$ cat config.mk
export PLATFORM = sky130hd
export DESIGN_NAME = otter_alu_rs
export DESIGN_NICKNAME = d
export VERILOG_FILES = /design/src/rtl/cpu_types.sv /design/src/rtl/rs_entry.sv /design/src/rtl/otter_alu_rs.sv
export SDC_FILE = /design/constraint.sdc
export NUM_CORES = 1
export LEC_CHECK = 0
export BUFFER_PORTS_ARGS = -buffer_cell sky130_fd_sc_hd__buf_2
export CORE_AREA = 2 2 211 213
export DETAILED_ROUTE_END_ITERATION = 7
export DIE_AREA = 0 0 213 215
export GPL_TIMING_DRIVEN = 0
export PLACE_DENSITY = 0.77
export SLEW_MARGIN = 20
export SYNTH_ARGS = -nofsm -noshare
export SYNTH_HDL_FRONTEND = slang
export SYNTH_HIERARCHICAL = 1
export SYNTH_SLANG_ARGS = --single-unit
export TNS_END_PERCENT = 1
$ cat constraint.sdc
create_clock -name CLK -period 3.1 [get_ports CLK]
set_input_delay 0.465 -clock CLK [delete_from_list [all_inputs] [get_ports CLK]]
set_output_delay 0.465 -clock CLK [all_outputs]
set_load 0.01 [all_outputs]
$ cat src/rtl/cpu_types.sv
// Shared OOO-core types for the ALU reservation station: tags, ALU op codes,
// operand struct and the CDB snoop helpers.
package cpu_types;

    localparam int TAG_W = 4;
    typedef logic [TAG_W-1:0] RS_tag_type;
    localparam RS_tag_type INVALID = '1;

    typedef enum logic [3:0] {
        ALU_ADD  = 4'd0,
        ALU_SLL  = 4'd1,
        ALU_SLT  = 4'd2,
        ALU_SLTU = 4'd3,
        ALU_XOR  = 4'd4,
        ALU_SRL  = 4'd5,
        ALU_OR   = 4'd6,
        ALU_AND  = 4'd7,
        ALU_SUB  = 4'd8,
        ALU_LUI  = 4'd9,
        ALU_MUL  = 4'd10,
        ALU_SRA  = 4'd13
    } alu_fun_t;

    typedef struct packed {
        logic [31:0] val;
        RS_tag_type  Q;
    } rs_operand_t;

    // An INVALID broadcast never matches, including operands that are already ready.
    function automatic logic tag_hit(input RS_tag_type q, input RS_tag_type cdb_tag);
        return (cdb_tag != INVALID) && (q == cdb_tag);
    endfunction

    function automatic rs_operand_t snoop(input rs_operand_t op, input RS_tag_type cdb_tag,
                                          input logic [31:0] cdb_val);
        rs_operand_t r;
        r = op;
        if (tag_hit(op.Q, cdb_tag)) begin
            r.val = cdb_val;
            r.Q   = INVALID;
        end
        return r;
    endfunction

endpackage

$ cat src/rtl/rs_entry.sv
// One reservation-station slot: op, dest tag, two operands with CDB snoop.
// RS_CDB_WAKEUP_BYPASS_EN lets a slot woken by this cycle's CDB be selected this cycle.
module rs_entry
    import cpu_types::*;
(
    input  logic        clk,
    input  logic        rst_n,
    input  logic        flush,
    input  logic        wr_en,
    input  logic        clr,
    input  logic [3:0]  wr_fun,
    input  RS_tag_type  wr_rd_tag,
    input  rs_operand_t wr_op1,
    input  rs_operand_t wr_op2,
    input  RS_tag_type  cdb_tag,
    input  logic [31:0] cdb_val,
    output logic        valid,
    output logic        sel_ready,
    output logic [3:0]  fun,
    output RS_tag_type  rd_tag,
    output logic [31:0] iss_v1,
    output logic [31:0] iss_v2
);

    rs_operand_t op1, op2;

    always_ff @(posedge clk or negedge rst_n) begin
        if (!rst_n) begin
            valid  <= 1'b0;
            fun    <= '0;
            rd_tag <= INVALID;
            op1    <= '{val: '0, Q: INVALID};
            op2    <= '{val: '0, Q: INVALID};
        end else if (flush) begin
            valid <= 1'b0;
        end else if (wr_en) begin
            // Dispatch bypass: an operand produced on the CDB this very cycle lands ready.
            valid  <= 1'b1;
            fun    <= wr_fun;
            rd_tag <= wr_rd_tag;
            op1    <= snoop(wr_op1, cdb_tag, cdb_val);
            op2    <= snoop(wr_op2, cdb_tag, cdb_val);
        end else if (clr) begin
            valid <= 1'b0;
        end else if (valid) begin
            op1 <= snoop(op1, cdb_tag, cdb_val);
            op2 <= snoop(op2, cdb_tag, cdb_val);
        end
    end

`ifdef RS_CDB_WAKEUP_BYPASS_EN
    always_comb begin
        sel_ready = valid
                 && (op1.Q == INVALID || tag_hit(op1.Q, cdb_tag))
                 && (op2.Q == INVALID || tag_hit(op2.Q, cdb_tag));
        iss_v1 = snoop(op1, cdb_tag, cdb_val).val;
        iss_v2 = snoop(op2, cdb_tag, cdb_val).val;
    end
`else
    always_comb begin
        sel_ready = valid && (op1.Q == INVALID) && (op2.Q == INVALID);
        iss_v1    = op1.val;
        iss_v2    = op2.val;
    end
`endif

endmodule

$ cat src/rtl/otter_alu_rs.sv
// Reservation station in front of the OTTER ALU: lowest-free-slot dispatch,
// lowest-ready-slot issue into a registered ALU interface. Option: RS_CDB_WAKEUP_BYPASS_EN.
module otter_alu_rs
    import cpu_types::*;
#(
    parameter int NUM_ENTRIES = 4
) (
    input  logic                           CLK,
    input  logic                           RST_N,
    input  logic                           flush,
    input  logic                           disp_valid,
    output logic                           disp_ready,
    input  logic [3:0]                     disp_alu_fun,
    input  RS_tag_type                     disp_rd_tag,
    input  logic [31:0]                    disp_V1,
    input  logic [31:0]                    disp_V2,
    input  RS_tag_type                     disp_Q1,
    input  RS_tag_type                     disp_Q2,
    input  logic [31:0]                    CDB_val,
    input  RS_tag_type                     CDB_tag,
    input  logic                           fu_ready,
    output logic [31:0]                    V1,
    output logic [31:0]                    V2,
    output logic                           V1_valid,
    output logic                           V2_valid,
    output logic [3:0]                     alu_fun,
    output RS_tag_type                     rd_tag,
    output logic [$clog2(NUM_ENTRIES):0]   occupancy
);

    localparam int IDX_W = $clog2(NUM_ENTRIES);
    localparam int OCC_W = IDX_W + 1;

    logic [NUM_ENTRIES-1:0]             ent_valid, ent_sel, wr_en, clr;
    logic [NUM_ENTRIES-1:0][3:0]        ent_fun;
    logic [NUM_ENTRIES-1:0][TAG_W-1:0]  ent_rd;
    logic [NUM_ENTRIES-1:0][31:0]       ent_v1, ent_v2;

    logic              free_any, sel_any, disp_fire, issue_go, iss_valid;
    logic [IDX_W-1:0]  free_idx, sel_idx;
    rs_operand_t       disp_op1, disp_op2;

    assign disp_op1 = '{val: disp_V1, Q: disp_Q1};
    assign disp_op2 = '{val: disp_V2, Q: disp_Q2};

    // Both encoders look only at registered slot state (plus CDB when bypass is on).
    always_comb begin
        free_any = 1'b0;
        free_idx = '0;
        sel_any  = 1'b0;
        sel_idx  = '0;
        for (int i = NUM_ENTRIES-1; i >= 0; i--) begin
            if (!ent_valid[i]) begin
                free_any = 1'b1;
                free_idx = IDX_W'(i);
            end
            if (ent_sel[i]) begin
                sel_any = 1'b1;
                sel_idx = IDX_W'(i);
            end
        end
    end

    always_comb begin
        occupancy = '0;
        for (int i = 0; i < NUM_ENTRIES; i++)
            occupancy = occupancy + OCC_W'(ent_valid[i]);
    end

    assign disp_ready = free_any && !flush;
    assign disp_fire  = disp_valid && disp_ready;
    assign issue_go   = fu_ready && sel_any && !flush;

    for (genvar g = 0; g < NUM_ENTRIES; g++) begin : g_ent
        assign wr_en[g] = disp_fire && (free_idx == IDX_W'(g));
        assign clr[g]   = issue_go && (sel_idx == IDX_W'(g));

        rs_entry u_entry (
            .clk       (CLK),
            .rst_n     (RST_N),
            .flush     (flush),
            .wr_en     (wr_en[g]),
            .clr       (clr[g]),
            .wr_fun    (disp_alu_fun),
            .wr_rd_tag (disp_rd_tag),
            .wr_op1    (disp_op1),
            .wr_op2    (disp_op2),
            .cdb_tag   (CDB_tag),
            .cdb_val   (CDB_val),
            .valid     (ent_valid[g]),
            .sel_ready (ent_sel[g]),
            .fun       (ent_fun[g]),
            .rd_tag    (ent_rd[g]),
            .iss_v1    (ent_v1[g]),
            .iss_v2    (ent_v2[g])
        );
    end

    // Issue register: data holds between issues, only valid/rd_tag return to idle.
    always_ff @(posedge CLK or negedge RST_N) begin
        if (!RST_N) begin
            V1        <= '0;
            V2        <= '0;
            alu_fun   <= '0;
            rd_tag    <= INVALID;
            iss_valid <= 1'b0;
        end else if (flush) begin
            V1        <= '0;
            V2        <= '0;
            alu_fun   <= '0;
            rd_tag    <= INVALID;
            iss_valid <= 1'b0;
        end else if (issue_go) begin
            V1        <= ent_v1[sel_idx];
            V2        <= ent_v2[sel_idx];
            alu_fun   <= ent_fun[sel_idx];
            rd_tag    <= ent_rd[sel_idx];
            iss_valid <= 1'b1;
        end else begin
            rd_tag    <= INVALID;
            iss_valid <= 1'b0;
        end
    end

    assign V1_valid = iss_valid;
    assign V2_valid = iss_valid;

endmodule

==> impl_results.md <==
* Die area at ~46000 sq um
* Hold slack at around 0.17 ns
* Placed cell count at ~2900
* Routed length per instance at between 20 and 25 um
* Cts bufs inserted at 44
* Core Util, Final at 0.625
* Largest net degree at the start of global routing at between 90 and 100
* Startpoint Class: input port
* Final hold viol count at 0
* Final setup vio count at 36
* Clock transition at path regs at approximately 0.060 ns
* CP Capture Type: flop
* Critical path peak fanout at 13
* Mapped Nets at 2222
* Post-synthesis simple-gate area fraction at 0.123
* Violated checks: negative setup slack
* Worst-Margin Slew at roughly 1 ns
* Clk_skew at roughly 0.017 ns
* Mux share of post-synthesis cell area at 0.272
* Initial antenna violation count at 20
* WP data required at around 3.6 ns
* Syn Std Cell Area at approximately 24000 sq um
* Site Rows at 77
* Yosys warnings at 6
* Max Transition Viols Final at 0
* Synth async-reset ratio at 1.00
* Number of max-cap violations at 0
* Final wirelength at between 70 and 80 mm
* Reg2Reg Setup Slack at -0.01 ns
* GP Congestion at 0.876
* Hold path depth at 2
* Leakage at between 10 and 15 nW
* Period Utilization, post-route at 1.02
* Area growth syn-to-layout at 15.0%
* Compound-Gate Fraction of Synth Area at 0.0312
* Hold Path End: g_ent[2].u_entry/rd_tag[0]
* TritonCTS Sinks at just under 400
* Adder-cell area share of the yosys netlist at 0.00190
* EDFF count, synth at 0
* Core area at approximately 44000 sq um
* Min Clock Period, post-route at 3.17 ns
* Die W at 213 um
* Power density over the cells at ~500 nW/um^2
* DR iter-0 viols at around 1400
* Layout cells sized above 1 at 0.430
* Filler Cell Count at roughly 3400
* Register area share after synthesis at 0.421
* RSZ-0062 raised after global routing: yes
* Placed cell area at 25600 sq um
* Final Instance Area at about 27000 sq um
* Most frequent cells in the layout: 345 x dfrtp_1, 300 x mux2_2, 290 x buf_4
* Port bufs at 194
* Top FF cell, synth: dfrtp_1
* Via Count at between 15000 and 20000
* Main combinational cell family by area after synthesis: multiplexers
* Design Power at 13.5 mW
* Path category of the worst min-delay check: in -> reg
* Vias in the first global route at 18200
* Worst Setup SP: flush
* Synthesized flop and latch total at 397
* Chip height at around 220 um
* Max-slew headroom at 0.339
* Place WS at -1.29 ns
* WP data arrival at 3.63 ns
* Tot GR Track Use at 0.315
* Syn Inst Count at ~2100
* Overflow after GRT at 0
* CTS root buf: clkbuf_16
* Worst hold start: disp_rd_tag[0]
* FF-to-FF Start: g_ent[3].u_entry/op1[3]
* Peak supply drop at between 0.4 and 0.5 mV
* Worst r2r path cells at 13
* H-tree Lvls at 2
* First-pass GRT wire length at about 110 mm
* Detail Placement HPWL at 49.7 mm
* Layout Cells excl Fill at approximately 3000
* Setup WS post-layout at -0.0682 ns
* Fmax at roughly 0.32 GHz
* Yosys cell types at 50
* Setup CP Type: in -> reg
* Initial Utilization at 0.544
* Commonest non-fill, non-tap cell in the layout: dfrtp_1
* I/O pin count at ~200
* Drt pass-1 iters at 6
* Setup TNS at -1.70 ns
* Net count, final at between 2000 and 2500
* Worst R2R End: g_ent[3].u_entry/iss_v1[7]
* Post-route antenna net violation count at 0
* Syn Area/Cell at 11.3 sq um
* Deepest clock path buffer count at 3
* CTS tree: done
* Vias per cell at ~5.9
* Residual DRC at 0
* Clock latency on the worst-skew pair at 0.58 ns
* Post-synthesis xor/xnor area fraction at 0.0236
* Outcome: complete, but fails checks
==> final cells by class <==
cell class | count | area (sq um) | area share
inverters | 43 | 161 | 0.00592
repair buffers | 214 | 1240 | 0.0455
flip-flops and latches | 397 | 10000 | 0.367
clock inverters | 5 | 38.8 | 0.00142
multi-input cells | 1255 | 10800 | 0.396
clock buffers | 73 | 1340 | 0.0492
well taps | 592 | 741 | 0.0271
diodes | 10 | 25.0 | 0.000917
plain buffers | 400 | 2920 | 0.107
==> cells by family after synthesis <==
| kind of cell | Yosys count |
|---|---|
| AO/OA/AOI/OAI | 105 |
| buffers and inverters | 446 |
| XOR/XNOR | 64 |
| flip-flops | 397 |
| multiplexers | 576 |
| AND/OR/NAND/NOR | 507 |
| adder cells (fa/ha/maj) | 3 |
==> where the power goes <==
| group | leakage, nW | internal (mW) | switching [mW] | total, mW |
|---|---|---|---|---|
| clock | 0.671 | 2.94 | 2.18 | 5.12 |
| sequential | 5.21 | 5.75 | 0.309 | 6.06 |
| combinational | 7.00 | 1.27 | 1.08 | 2.35 |
| total | 12.9 | 9.95 | 3.56 | 13.5 |
==> worst max-delay path, stage by stage <==
cell	delay, ns
buf_2	0.19
inv_2	0.27
clkbuf_1	0.54
and3_1	0.51
o21bai_1	0.25
nor2_2	0.56
buf_2	0.43
mux2_2	0.39
==> registers in the layout, summed over array words and instances (netlist names) <==
register,cells
alu_fun,4
g_ent.u_entry/valid,4
g_ent.u_entry/op1,16
V2,32
g_ent.u_entry/iss_v1,128
rd_tag,4
g_ent.u_entry/fun,16
g_ent.u_entry/iss_v2,128
V1,32
g_ent.u_entry/rd_tag,16
g_ent.u_entry/op2,16
V1_valid,1
==> per-layer routing <==
metal  GRT usage  up-vias  routed length [um]
li1            -     7698                   -
met1       0.422     8998               29500
met2       0.493      758               33100
met3      0.0525      187                5290
met4       0.156       20                3540
met5           0        -                 129
==> worst max path at each step <==
stage,endpoint,cells after the start,slack [ns]
final,g_ent[0].u_entry/iss_v1[26],8,-0.07
after global routing,g_ent[0].u_entry/iss_v1[18],8,-0.12
after CTS,g_ent[0].u_entry/iss_v1[26],8,0.01
after detailed placement,g_ent[2].u_entry/iss_v1[23],11,-1.29
after global placement,V1[8],1,-6.36
after floorplan,g_ent[3].u_entry/iss_v2[14],11,0.03
==> cells in the mapped netlist, types with 31 or more instances <==
| cell | number | area share |
|---|---|---|
| a21oi_1 | 66 | 0.014 |
| buf_2 | 64 | 0.013 |
| buf_4 | 272 | 0.086 |
| clkbuf_1 | 31 | 0.0049 |
| dfrtp_1 | 345 | 0.36 |
| dfstp_2 | 52 | 0.058 |
| inv_1 | 42 | 0.0066 |
| mux2_1 | 244 | 0.12 |
| mux2_2 | 300 | 0.14 |
| mux2i_1 | 32 | 0.013 |
| nand2_1 | 70 | 0.011 |
| nand3_1 | 214 | 0.045 |
| nand3b_1 | 66 | 0.021 |
| nand4b_1 | 66 | 0.024 |
| nor2_1 | 34 | 0.0054 |
| xnor2_1 | 32 | 0.012 |
| xor2_1 | 32 | 0.012 |
==> repair_timing <==
action	in CTS	in global routing
hold buffers	1	0
gates cloned	0	0
pin swaps	8	1
setup buffers	15	0
resized for setup	29	16
hold endpoints to repair	24	0
setup endpoints to repair	291	194
Note: power is estimated with default switching activity, not from simulation.
